==> src/rtl/multdiv_sequencer.sv <==
// ---------------------------------------------------------------------------
// multdiv_sequencer
//
// Iteration sequencer for the multdiv datapath. A start request loads a
// down-counter with the iteration count of the requested operation, the
// sequencer then issues one step strobe per datapath iteration and finally
// raises a one-cycle result_ready pulse.
//
// Optional feature macro: MULTDIV_STALL_EN
//   defined   -> 'hold' input exists and freezes iteration while in RUN
//   undefined -> no 'hold' input, the sequencer never stalls
//
// Ports:
//   clock         in   rising-edge clock
//   reset         in   asynchronous active-high reset
//   ctrl_MULT     in   start a multiply (wins over ctrl_DIV)
//   ctrl_DIV      in   start a divide
//   hold          in   freeze iteration while in RUN (MULTDIV_STALL_EN only)
//   busy          out  high in RUN and DONE
//   is_div        out  op type of the last started operation (1 = divide)
//   step          out  datapath performs one iteration this cycle
//   first         out  first step of an operation; datapath loads operands
//   iter          out  remaining-iteration index, N-1 down to 0
//   result_ready  out  one-cycle pulse, datapath result is valid
// ---------------------------------------------------------------------------
module multdiv_sequencer #(
    parameter int CNT_W      = 6,
    parameter int MULT_ITERS = 16,
    parameter int DIV_ITERS  = 32
) (
    input  logic             clock,
    input  logic             reset,
    input  logic             ctrl_MULT,
    input  logic             ctrl_DIV,
`ifdef MULTDIV_STALL_EN
    input  logic             hold,
`endif
    output logic             busy,
    output logic             is_div,
    output logic             step,
    output logic             first,
    output logic [CNT_W-1:0] iter,
    output logic             result_ready
);

    typedef enum logic [1:0] {
        IDLE = 2'd0,
        RUN  = 2'd1,
        DONE = 2'd2
    } state_e;

    localparam logic [CNT_W-1:0] MULT_LAST = CNT_W'(MULT_ITERS - 1);
    localparam logic [CNT_W-1:0] DIV_LAST  = CNT_W'(DIV_ITERS - 1);

    state_e           state_q, state_d;
    logic [CNT_W-1:0] iter_q, iter_d;
    logic             isDiv_q, isDiv_d;
    logic             first_q, first_d;
    logic             stall;
    logic             startReq;

`ifdef MULTDIV_STALL_EN
    assign stall = hold;
`else
    assign stall = 1'b0;
`endif

    assign startReq = ctrl_MULT | ctrl_DIV;

    // Next-state logic. A start request overrides whatever is in progress,
    // so an aborted operation never reaches DONE. A stall only matters in
    // RUN; while stalled, 'first' is kept so the datapath still sees the
    // operand-load strobe on the first step it actually performs.
    always_comb begin
        state_d = state_q;
        iter_d  = iter_q;
        isDiv_d = isDiv_q;
        first_d = first_q;
        if (startReq) begin
            state_d = RUN;
            isDiv_d = ~ctrl_MULT;
            iter_d  = ctrl_MULT ? MULT_LAST : DIV_LAST;
            first_d = 1'b1;
        end else begin
            case (state_q)
                RUN: begin
                    if (!stall) begin
                        first_d = 1'b0;
                        if (iter_q == '0) begin
                            state_d = DONE;
                        end else begin
                            iter_d = iter_q - CNT_W'(1);
                        end
                    end
                end
                DONE: begin
                    state_d = IDLE;
                end
                default: begin
                end
            endcase
        end
    end

    // State register; reset takes effect immediately, even mid-operation.
    always_ff @(posedge clock or posedge reset) begin
        if (reset) begin
            state_q <= IDLE;
            iter_q  <= '0;
            isDiv_q <= 1'b0;
            first_q <= 1'b0;
        end else begin
            state_q <= state_d;
            iter_q  <= iter_d;
            isDiv_q <= isDiv_d;
            first_q <= first_d;
        end
    end

    // Strobes decoded from the registered state; step drops while stalled.
    assign busy         = (state_q != IDLE);
    assign step         = (state_q == RUN) && !stall;
    assign result_ready = (state_q == DONE);
    assign first        = first_q;
    assign is_div       = isDiv_q;
    assign iter         = iter_q;

endmodule

==> config.mk <==
export PLATFORM = sky130hd
export DESIGN_NAME = multdiv_sequencer
export DESIGN_NICKNAME = d
export VERILOG_FILES = /design/src/rtl/multdiv_sequencer.sv
export SDC_FILE = /design/constraint.sdc
export NUM_CORES = 1
export LEC_CHECK = 0
export BUFFER_PORTS_ARGS = -buffer_cell sky130_fd_sc_hd__buf_2
export CAP_MARGIN = 20
export CORE_AREA = 2 2 39 41
export DETAILED_ROUTE_END_ITERATION = 7
export DIE_AREA = 0 0 41 43
export GPL_TIMING_DRIVEN = 0
export PLACE_DENSITY = 0.67
export SLEW_MARGIN = 20
export SYNTH_ARGS = -nofsm -noshare
export SYNTH_HDL_FRONTEND = slang
export SYNTH_SLANG_ARGS = --single-unit
==> constraint.sdc <==
create_clock -name clock -period 2.43 [get_ports clock]
set_input_delay 0.1215 -clock clock [delete_from_list [all_inputs] [get_ports clock]]
set_output_delay 0.1215 -clock clock [all_outputs]
set_load 0.01 [all_outputs]
==> results.ini, run 1 <==
[logic_synthesis]
async_flop_share_pct = 100
ys.flop_type = dfrtp_1
ys_ff_latch = 10
ys_warn_count = 0
avgSynthCellArea_um2 = 9.63
synth_area_um2 = 568
yosysSeqAreaShare_pct = 44.1
synthDistinctLibCells = 23
synthCells = 59
synth_area_leader_cell = dfrtp_1
synth_edf_count = 0
synthTopCellsByArea = dfrtp_1 (44%), ha_1 (11%), mux2i_1 (5.3%)
yosysTopAreaCellShare_pct = 44.1
syn_nets = 68

[status]
status = finished, final reports clean

[final_layout]
area_delta_synth_final_pct = 24.0
final_cell_area_um2 = 704
nNetsFinal = 88
drive_gt1_share_pct = 28.2
antennaDiodeCount = 0

[timing]
fin_ws_ns = 0.626
finalCriticalPeriod_ns = 1.80
hold_ws_ns = 0.0571
slew_headroom_pct = 66.9
finalHoldViolations = 0
max_freq_mhz = 554
finClkSkew_ns = 0.00305
final_max_slew_viol_count = 0
finalSetupViolCount = 0
rsz0062_at_grt = no
tightest_slew_ns = 0.495
tns_ns = 0
finalCritPeriodShare_pct = 74.2

[power]
switching_share_pct = 23.0
p_sw_uw = 82.0
p_clk_share_pct = 42.5
p_per_area_mw_per_mm2 = 505
comb_power_share_pct = 8.3
internal-power_uw = 274
leakagePower_uw = 0.000345
p_seq_share_pct = 49.2
worst_ir_drop_vdd_mv = 0.325

[global_route]
grt_pass1_vias = 463
grt.overflow.total = 0
antenna_found_initial = 0
grt_pass1_wl_mm = 1.87
grtUsageTotal_pct = 16.0
grt_max_degree = 11

[setup_path]
cp_max_fo = 5
r2r-end = iter[1]
cp_cell_sequence = inv_1 > ha_1 > nor3b_1 > a21boi_0 > o31a_1
critPathSlowestCell = nor3b_1
ff2ff_setup_slack_ns = 0.63
required_ns = 2.59
r2r-start = iter[0]
cpPeakStageDelay_ns = 0.43
worstSetupStartpointType = flip-flop
arrival_ns = 1.96
worstSetupPathType = flip-flop to flip-flop
worst_r2r_path_depth = 5
endpoint_kind = flip-flop

[placement]
placedInstanceArea_um2 = 658
gp_congestion = 0.799
place_hpwl_um = 876
port_buffers = 14
post-place-ws_ns = 0.644

[min_path]
min_to = is_div
worst_hold_path.num_cells = 2
hold_class = primary input to flip-flop
hold_start = ctrl_MULT

[route]
wirelength_met1_um = 541
viasPerCell = 5.15
ant_nets = 0
post_drt_wl_per_cell_um = 12.2
wl_met2_um = 522
route.met3.wl_um = 59
top_layer_used = met4
wirelength_mm = 1.15
drtIter0Drc = 5
remaining_drc_errors = 0
vias = 484
first_pass_iters = 4

[floorplanning]
initial_core_util_pct = 41.0
core_area_mm2 = 0.00138
fp.dieW_um = 41
die_height_um = 43
num_io_pins = 15
die_area_mm2 = 0.00176
placementRows = 14

[cts]
h-tree-depth = 1
clk_pin_slew_ns = 0.07
cts.sinks = 10
clock_latency_ns = 0.27
cts_buffers = 3
cts_buffer_depth = 2
clockRootBuffer = clkbuf_4
cts_tree = done

[run]
drv_cap = 0

-- timing repair --
action                    4_1_cts  5_1_grt
hold buffers                    1        0
gates resized for setup         0        0
hold endpoints to repair       10        0
buffers inserted                0        0
-- state kept, by name, summed over array words and instances, names as in the netlist --
signal and count:
is_div 1, state_q 2, first 1, iter 6
-- Yosys cell counts (2+ instances only) --
cell and n:
nand2_1 3, or3_1 2, or2_2 2, or4_1 2, o21ai_0 3, nor2_1 7, inv_1 8, a31oi_1 2
mux2i_1 3, ha_1 5, dfrtp_1 10
-- through the flow --
step | power, uW | util, % | cells
3_5_place_dp | 207 | 47.6 | 89
4_1_cts | 357 | 50.9 | 94
5_1_grt | 367 | 50.9 | 94
3_3_place_gp | 207 | 47.6 | 89
6_report | 356 | 50.9 | 94
2_1_floorplan | 194 | - | 59
-- layer usage --
| metal | vias to the layer above | track usage, % |
|---|---|---|
| li1 | 244 | - |
| met5 | - | 0 |
| met1 | 221 | 20.5 |
| met3 | 3 | 3.14 |
| met4 | 0 | 8.00 |
| met2 | 16 | 24.4 |
-- worst max-delay path, delay by kind of cell (launching register included) --
| family | cells | cell delay (ns) |
|---|---|---|
| compound gates | 2 | 0.59 |
| simple gates | 1 | 0.43 |
| flops | 1 | 0.40 |
| fa+ha+maj | 1 | 0.16 |
| buf+inv | 1 | 0.11 |
-- final cells by class --
cell class,count,area [um2]
fillers,136,679
multi-input cells,41,288
flip-flops and latches,10,250
repair buffers,15,80.1
clock buffers,4,36.3
inverters,8,30.0
well taps,16,20.0
-- worst max-delay path by stage --
stage | cells after the start | start | endpoint | slack, ns
after floorplan | 5 | state_q[1] | iter[5] | 0.78
after global placement | 5 | state_q[1] | iter[5] | 0.66
after detailed placement | 5 | state_q[1] | iter[5] | 0.64
after CTS | 5 | state_q[1] | iter[5] | 0.62
after global routing | 5 | iter[0] | iter[1] | 0.39
final | 5 | iter[0] | iter[1] | 0.63
-- placed cells by master, fill, tap and decap left out, types with 2 or more instances in the layout --
cell type | synthesis | routed
o21ai_0 | 3 | 3
inv_1 | 8 | 8
buf_2 | 0 | 14
clkbuf_4 | 0 | 3
dfrtp_1 | 10 | 10
ha_1 | 5 | 5
mux2i_1 | 3 | 3
or2_2 | 2 | 2
a31oi_1 | 2 | 2
or4_1 | 2 | 2
nor2_1 | 7 | 7
or3_1 | 2 | 2
nand2_1 | 3 | 3
-- power by group through the flow --
stage          Sequential, uW  Clock (uW)  Combinational (uW)
5_1_grt                   176         158                33.1
4_1_cts                   175         152                29.9
3_3_place_gp              178           0                28.3
6_report                  175         151                29.6
3_5_place_dp              178           0                28.7
2_1_floorplan             180           0                13.6
-- cell families (layout without fill, tap and decap cells) --
| logic type | after synthesis | in the layout | share of synthesized area [%] |
|---|---|---|---|
| AOI/OAI and AO/OA | 11 | 11 | 12.8 |
| DFF | 10 | 10 | 44.1 |
| and+or+nand+nor | 22 | 22 | 21.6 |
| muxes | 3 | 3 | 5.29 |
| adders and majority gates | 5 | 5 | 11.0 |
| buffers and inverters | 8 | 27 | 5.29 |
No activity file was read; power rests on OpenSTA's default activity.
==> inputs of run 2 (changes only) <==
--- a/config.mk
+++ b/config.mk
@@ -11,7 +11,7 @@
 export DETAILED_ROUTE_END_ITERATION = 7
 export DIE_AREA = 0 0 41 43
 export GPL_TIMING_DRIVEN = 0
-export PLACE_DENSITY = 0.67
+export PLACE_DENSITY = 0.69
 export SLEW_MARGIN = 20
 export SYNTH_ARGS = -nofsm -noshare
 export SYNTH_HDL_FRONTEND = slang
==> constraint.sdc (replaced) <==
create_clock -name clock -period 1.5 [get_ports clock]
set_input_delay 0.075 -clock clock [delete_from_list [all_inputs] [get_ports clock]]
set_output_delay 0.075 -clock clock [all_outputs]
set_load 0.01 [all_outputs]
==> run 2 against run 1 <==
The run now ends with setup timing left. Wire length up 19%. Clock skew down 0.0024 ns. First-iteration DRC count unchanged. Combinational power up 110%.
==> results.ini, run 2 (synthesis results as in run 1) <==
[status]
status = finished, violations left
violations = setup timing

[final_layout]
final_common_cell = buf_2
drive_gt1_share_pct = 52.3
seqCellArea_um2 = 250
final_cell_area_um2 = 870
final_cell_mix = buf_2 (14), dfrtp_1 (10), nor2_1 (7), buf_4 (7), inv_1 (5)
multi_input_area_um2 = 389
largest_reg_flops = 6
antennaDiodeCount = 0
nFillCells = 117
nNetsFinal = 96
area_delta_synth_final_pct = 53.1

[setup_path]
worstSetupPathType = flip-flop to flip-flop
ff2ff_setup_slack_ns = -0.06
required_ns = 1.71
r2r-start = state_q[1]
r2r-end = iter[3]
worst_r2r_path_depth = 5
worstSetupStartpointType = flip-flop
path_depth = 5
cp_cell_sequence = inv_2 > ha_4 > or3b_4 > or4_1 > nand3_1
critPathTopFamily = simple AND/OR/NAND/NOR gates
critPathSlowestCell = dfrtp_1
endpoint_kind = flip-flop
cp-startpoint = state_q[1]
arrival_ns = 1.77
cpPeakStageDelay_ns = 0.40
cp-endpoint = iter[3]
crit_buf_inv = 1
cp_max_fo = 3

[floorplanning]
die_area_mm2 = 0.00176
core_area_mm2 = 0.00138
placementRows = 14
fp.dieW_um = 41
num_io_pins = 15
initial_core_util_pct = 41.0
die_height_um = 43

[power]
worst_ir_drop_vdd_mv = 0.488
p_per_area_mw_per_mm2 = 687
leakagePower_uw = 0.000389

[timing]
tightest_slew_ns = 0.410
fin_ws_ns = -0.0564
rsz0062_at_grt = yes
finClkSkew_ns = 0.000685
finalHoldViolations = 0
finalSetupViolCount = 3
slew_headroom_pct = 72.4
max_freq_mhz = 643
finalCriticalPeriod_ns = 1.56
finalCritPeriodShare_pct = 104
hold_ws_ns = 0.0457
final_max_slew_viol_count = 0

[route]
post_drt_wl_per_cell_um = 13.5
route.met3.wl_um = 29
wirelength_mm = 1.37
first_pass_iters = 3
remaining_drc_errors = 0
vias = 526
viasPerCell = 5.16
wirelength_met1_um = 606
ant_nets = 0
wl_met2_um = 689
drtIter0Drc = 5
top_layer_used = met4

[min_path]
hold_class = primary input to flip-flop

[cts]
cts_buffer_depth = 2
cts.sinks = 10
clock_latency_ns = 0.27
clk_pin_slew_ns = 0.07
cts_buffers = 3
h-tree-depth = 1
clockRootBuffer = clkbuf_4
cts_tree = done

[run]
drv_cap = 0

[placement]
place_hpwl_um = 825
gp_congestion = 0.764
post-place-ws_ns = -0.0680
port_buffers = 14
placedInstanceArea_um2 = 693

[global_route]
antenna_found_initial = 0
grt_pass1_wl_mm = 1.91
grtUsageTotal_pct = 16.3
grt.overflow.total = 0
grt_max_degree = 11
grt_pass1_vias = 489

-- run 2: what timing repair did --
| item | CTS | global route |
|---|---|---|
| setup buffers | 6 | 2 |
| gates resized for setup | 3 | 10 |
| hold buffers | 1 | 0 |
| hold endpoints to repair | 10 | 0 |
| pin swaps | 0 | 3 |
| setup endpoints to repair | 5 | 5 |
-- run 2: layer usage --
layer	GRT usage (%)	vias to the layer above
met4	12.0	0
met2	26.6	9
li1	-	260
met1	17.1	252
met3	3.14	5
met5	0	-
-- run 2: worst min-delay path by stage --
stage	from	end	slack, ns	cells after the start
after floorplan	reset	first	-0.08	1
after global placement	reset	iter[5]	0.07	2
after detailed placement	reset	is_div	0.07	2
after CTS	ctrl_MULT	iter[4]	0.01	2
after global routing	ctrl_MULT	iter[4]	0.04	2
final	ctrl_MULT	iter[4]	0.05	2
-- run 2: metrics by stage --
step	std cells	TNS [ns]	power [uW]	util, %
CTS	100	-0.0411	595	57.8
detailed placement	89	-0.179	338	50.1
global placement	89	-0.156	337	50.1
floorplan	59	-0.0540	317	-
finish	102	-0.140	598	62.8
global route	102	-0.288	625	62.8
-- run 2: layout make-up --
class,count,area share [%]
multi-input cells,41,44.7
flip-flops and latches,10,28.8
repair buffers,23,16.5
clock buffers,4,4.17
inverters,8,3.45
well taps,16,2.30
-- run 2: where the power goes --
group / switching (uW) / internal, uW
logic: 36.4 / 26.5
clock network: 102 / 148
registers: 7.82 / 277
total: 146 / 451
==> inputs of run 3 (changes only) <==
--- a/config.mk
+++ b/config.mk
@@ -5,13 +5,13 @@
 export SDC_FILE = /design/constraint.sdc
 export NUM_CORES = 1
 export LEC_CHECK = 0
+export ABC_AREA = 1
 export BUFFER_PORTS_ARGS = -buffer_cell sky130_fd_sc_hd__buf_2
 export CAP_MARGIN = 20
-export CORE_AREA = 2 2 39 41
+export CORE_UTILIZATION = 45
 export DETAILED_ROUTE_END_ITERATION = 7
-export DIE_AREA = 0 0 41 43
 export GPL_TIMING_DRIVEN = 0
-export PLACE_DENSITY = 0.69
+export PLACE_DENSITY = 0.72
 export SLEW_MARGIN = 20
 export SYNTH_ARGS = -nofsm -noshare
 export SYNTH_HDL_FRONTEND = slang
==> run 3 against run 2 <==
Highest routed layer unchanged. Combinational power shrank 17%. The flow now finishes without violations. Utilization shrank 4.1 points. Fmax up 23%. Wire length decreased by 15%.
==> results.ini, run 3 <==
[status]
status = finished, final reports clean

[global_route]
antenna_found_initial = 0
grt_busiest_layer = met2
met2_usage_pct = 27.9
grt_pass1_vias = 476
grt.overflow.total = 0
grtUsageMet3_pct = 5.20
use_met1_pct = 23.9
grt_pass1_wl_mm = 1.91
grtUsageTotal_pct = 18.7
grt_max_degree = 11

[cts]
clockRootBuffer = clkbuf_4
clock_latency_ns = 0.27
cts_tree = done
h-tree-depth = 1
cts_buffer_depth = 2
cts.sinks = 10
cts_buffers = 3
clk_pin_slew_ns = 0.07

[timing]
tns_ns = 0
finalSetupViolCount = 0
finClkSkew_ns = 0.00546
hold_ws_ns = 0.0489
tightest_slew_ns = 0.414
final_max_slew_viol_count = 0
slew_headroom_pct = 72.4
finalHoldViolations = 0
max_freq_mhz = 788
rsz0062_at_grt = no
fin_ws_ns = 0.232
finalCriticalPeriod_ns = 1.27
finalCritPeriodShare_pct = 84.6

[logic_synthesis]
yosysTopAreaCellShare_pct = 40.4
syn_nets = 84
avgSynthCellArea_um2 = 8.26
ys_ff_latch = 10
ys_warn_count = 0
synthDistinctLibCells = 16
synthTopCellsByArea = dfrtp_1 (40%), nand2_1 (12%), ha_1 (10%)
synth_xor_area_share_pct = 0
synthTopCellsByCount = nand2_1 (19), inv_1 (13), dfrtp_1 (10)
yosys.area_share.simple_pct = 36.4
synth_fa_ha_area_share_pct = 10.1
synthCells = 75
synth_edf_count = 0
synth_area_leader_cell = dfrtp_1
synth_compound_area_share_pct = 4.44
synthMuxAreaShare_pct = 0
synth_area_um2 = 619
ys.flop_type = dfrtp_1
yosysMostFrequentCell = nand2_1
yosysSeqAreaShare_pct = 40.4
async_flop_share_pct = 100
synth_top_family_by_area = simple AND/OR/NAND/NOR gates

[final_layout]
nFillCells = 123
seqCellArea_um2 = 250
final_common_cell = nand2_1
area_delta_synth_final_pct = 21.8
multi_input_area_um2 = 315
final_cell_mix = nand2_1 (19), buf_2 (14), inv_1 (13)
nNetsFinal = 104
final_util_pct = 58.7
drive_gt1_share_pct = 27.7
largest_reg_flops = 6
antennaDiodeCount = 0

[route]
first_pass_iters = 3
post_drt_wl_per_cell_um = 10.7
wirelength_mm = 1.16
ant_nets = 0
viasPerCell = 4.92
drtIter0Drc = 5
remaining_drc_errors = 0
vias = 536

[placement]
port_buffers = 14
place_hpwl_um = 841
post-place-ws_ns = 0.221
gp_congestion = 0.769

[setup_path]
worstSetupStartpointType = flip-flop
cp_max_fo = 6
arrival_ns = 1.42
worstSetupPathType = flip-flop to flip-flop
endpoint_kind = flip-flop
required_ns = 1.65

[floorplanning]
num_io_pins = 15
initial_core_util_pct = 48.2
core_area_mm2 = 0.00128
placementRows = 13
die_area_mm2 = 0.00153
fp.dieW_um = 39.1
die_height_um = 39.1

[power]
p_clk_share_pct = 43.0
comb_power_share_pct = 8.8
leakagePower_uw = 0.000417
p_seq_share_pct = 48.2
switching_share_pct = 24.5
p_per_area_mw_per_mm2 = 779
p_sw_uw = 144
internal-power_uw = 443
worst_ir_drop_vdd_mv = 0.491

[run]
drv_cap = 0

[min_path]
hold_class = primary input to flip-flop

## run 3: logic make-up (layout without fill, tap and decap cells)
group                      Yosys count  in the layout
AOI/OAI and AO/OA                    4              4
DFF                                 10             10
adders and majority gates            5              5
buffers and inverters               14             33
and+or+nand+nor                     42             42
## run 3: repair_timing
action | 4_1_cts | 5_1_grt
buffers inserted | 0 | 0
hold buffers | 1 | 0
resized for setup | 0 | 0
hold endpoints to repair | 10 | 0
## run 3: final timing paths
kind / from / end / slack, ns / cells past startpoint
worst min-delay path: ctrl_MULT / is_div / 0.05 / 2
min in group asynchronous: reset / iter[4] / 0.34 / 3
worst max register to register: iter[0] / iter[3] / 0.23 / 7
worst min register to register: is_div / is_div / 0.52 / 2
worst max-delay path: iter[0] / iter[3] / 0.23 / 7
max in group asynchronous: reset / first / 0.87 / 3
## run 3: metal layers
layer,vias to the layer above,wire (um)
met5,-,0
met4,0,13
met3,3,40
met2,11,546
met1,248,562
li1,274,-
## run 3: power groups by stage
| stage | combinational, uW | clock [uW] | sequential [uW] |
|---|---|---|---|
| 2_1_floorplan | 25.5 | 0 | 291 |
| 3_3_place_gp | 50.0 | 0 | 288 |
| 4_1_cts | 52.4 | 258 | 283 |
| 6_report | 51.9 | 253 | 283 |
| 3_5_place_dp | 50.3 | 0 | 288 |
| 5_1_grt | 57.8 | 278 | 284 |
## run 3: final cells by class
class | count | share of cell area [%]
Clock buffer | 4 | 4.81
Sequential cell | 10 | 33.2
Inverter | 14 | 7.13
Tap cell | 15 | 2.49
Multi-Input combinational cell | 51 | 41.8
Timing Repair Buffer | 15 | 10.6
## run 3: worst max-delay path: stages (launching register included)
cell and delay [ns]:
dfrtp_1 0.39, inv_1 0.16, ha_1 0.19, nand3_2 0.09, nand2_4 0.10, inv_1 0.08
nand2_1 0.06, nand3_1 0.07
## run 3: through the flow
step | std cells | power (uW) | area (um2)
2_1_floorplan | 75 | 317 | 619
3_3_place_gp | 104 | 338 | 708
3_5_place_dp | 104 | 339 | 708
4_1_cts | 109 | 593 | 754
5_1_grt | 109 | 620 | 754
6_report | 109 | 588 | 754
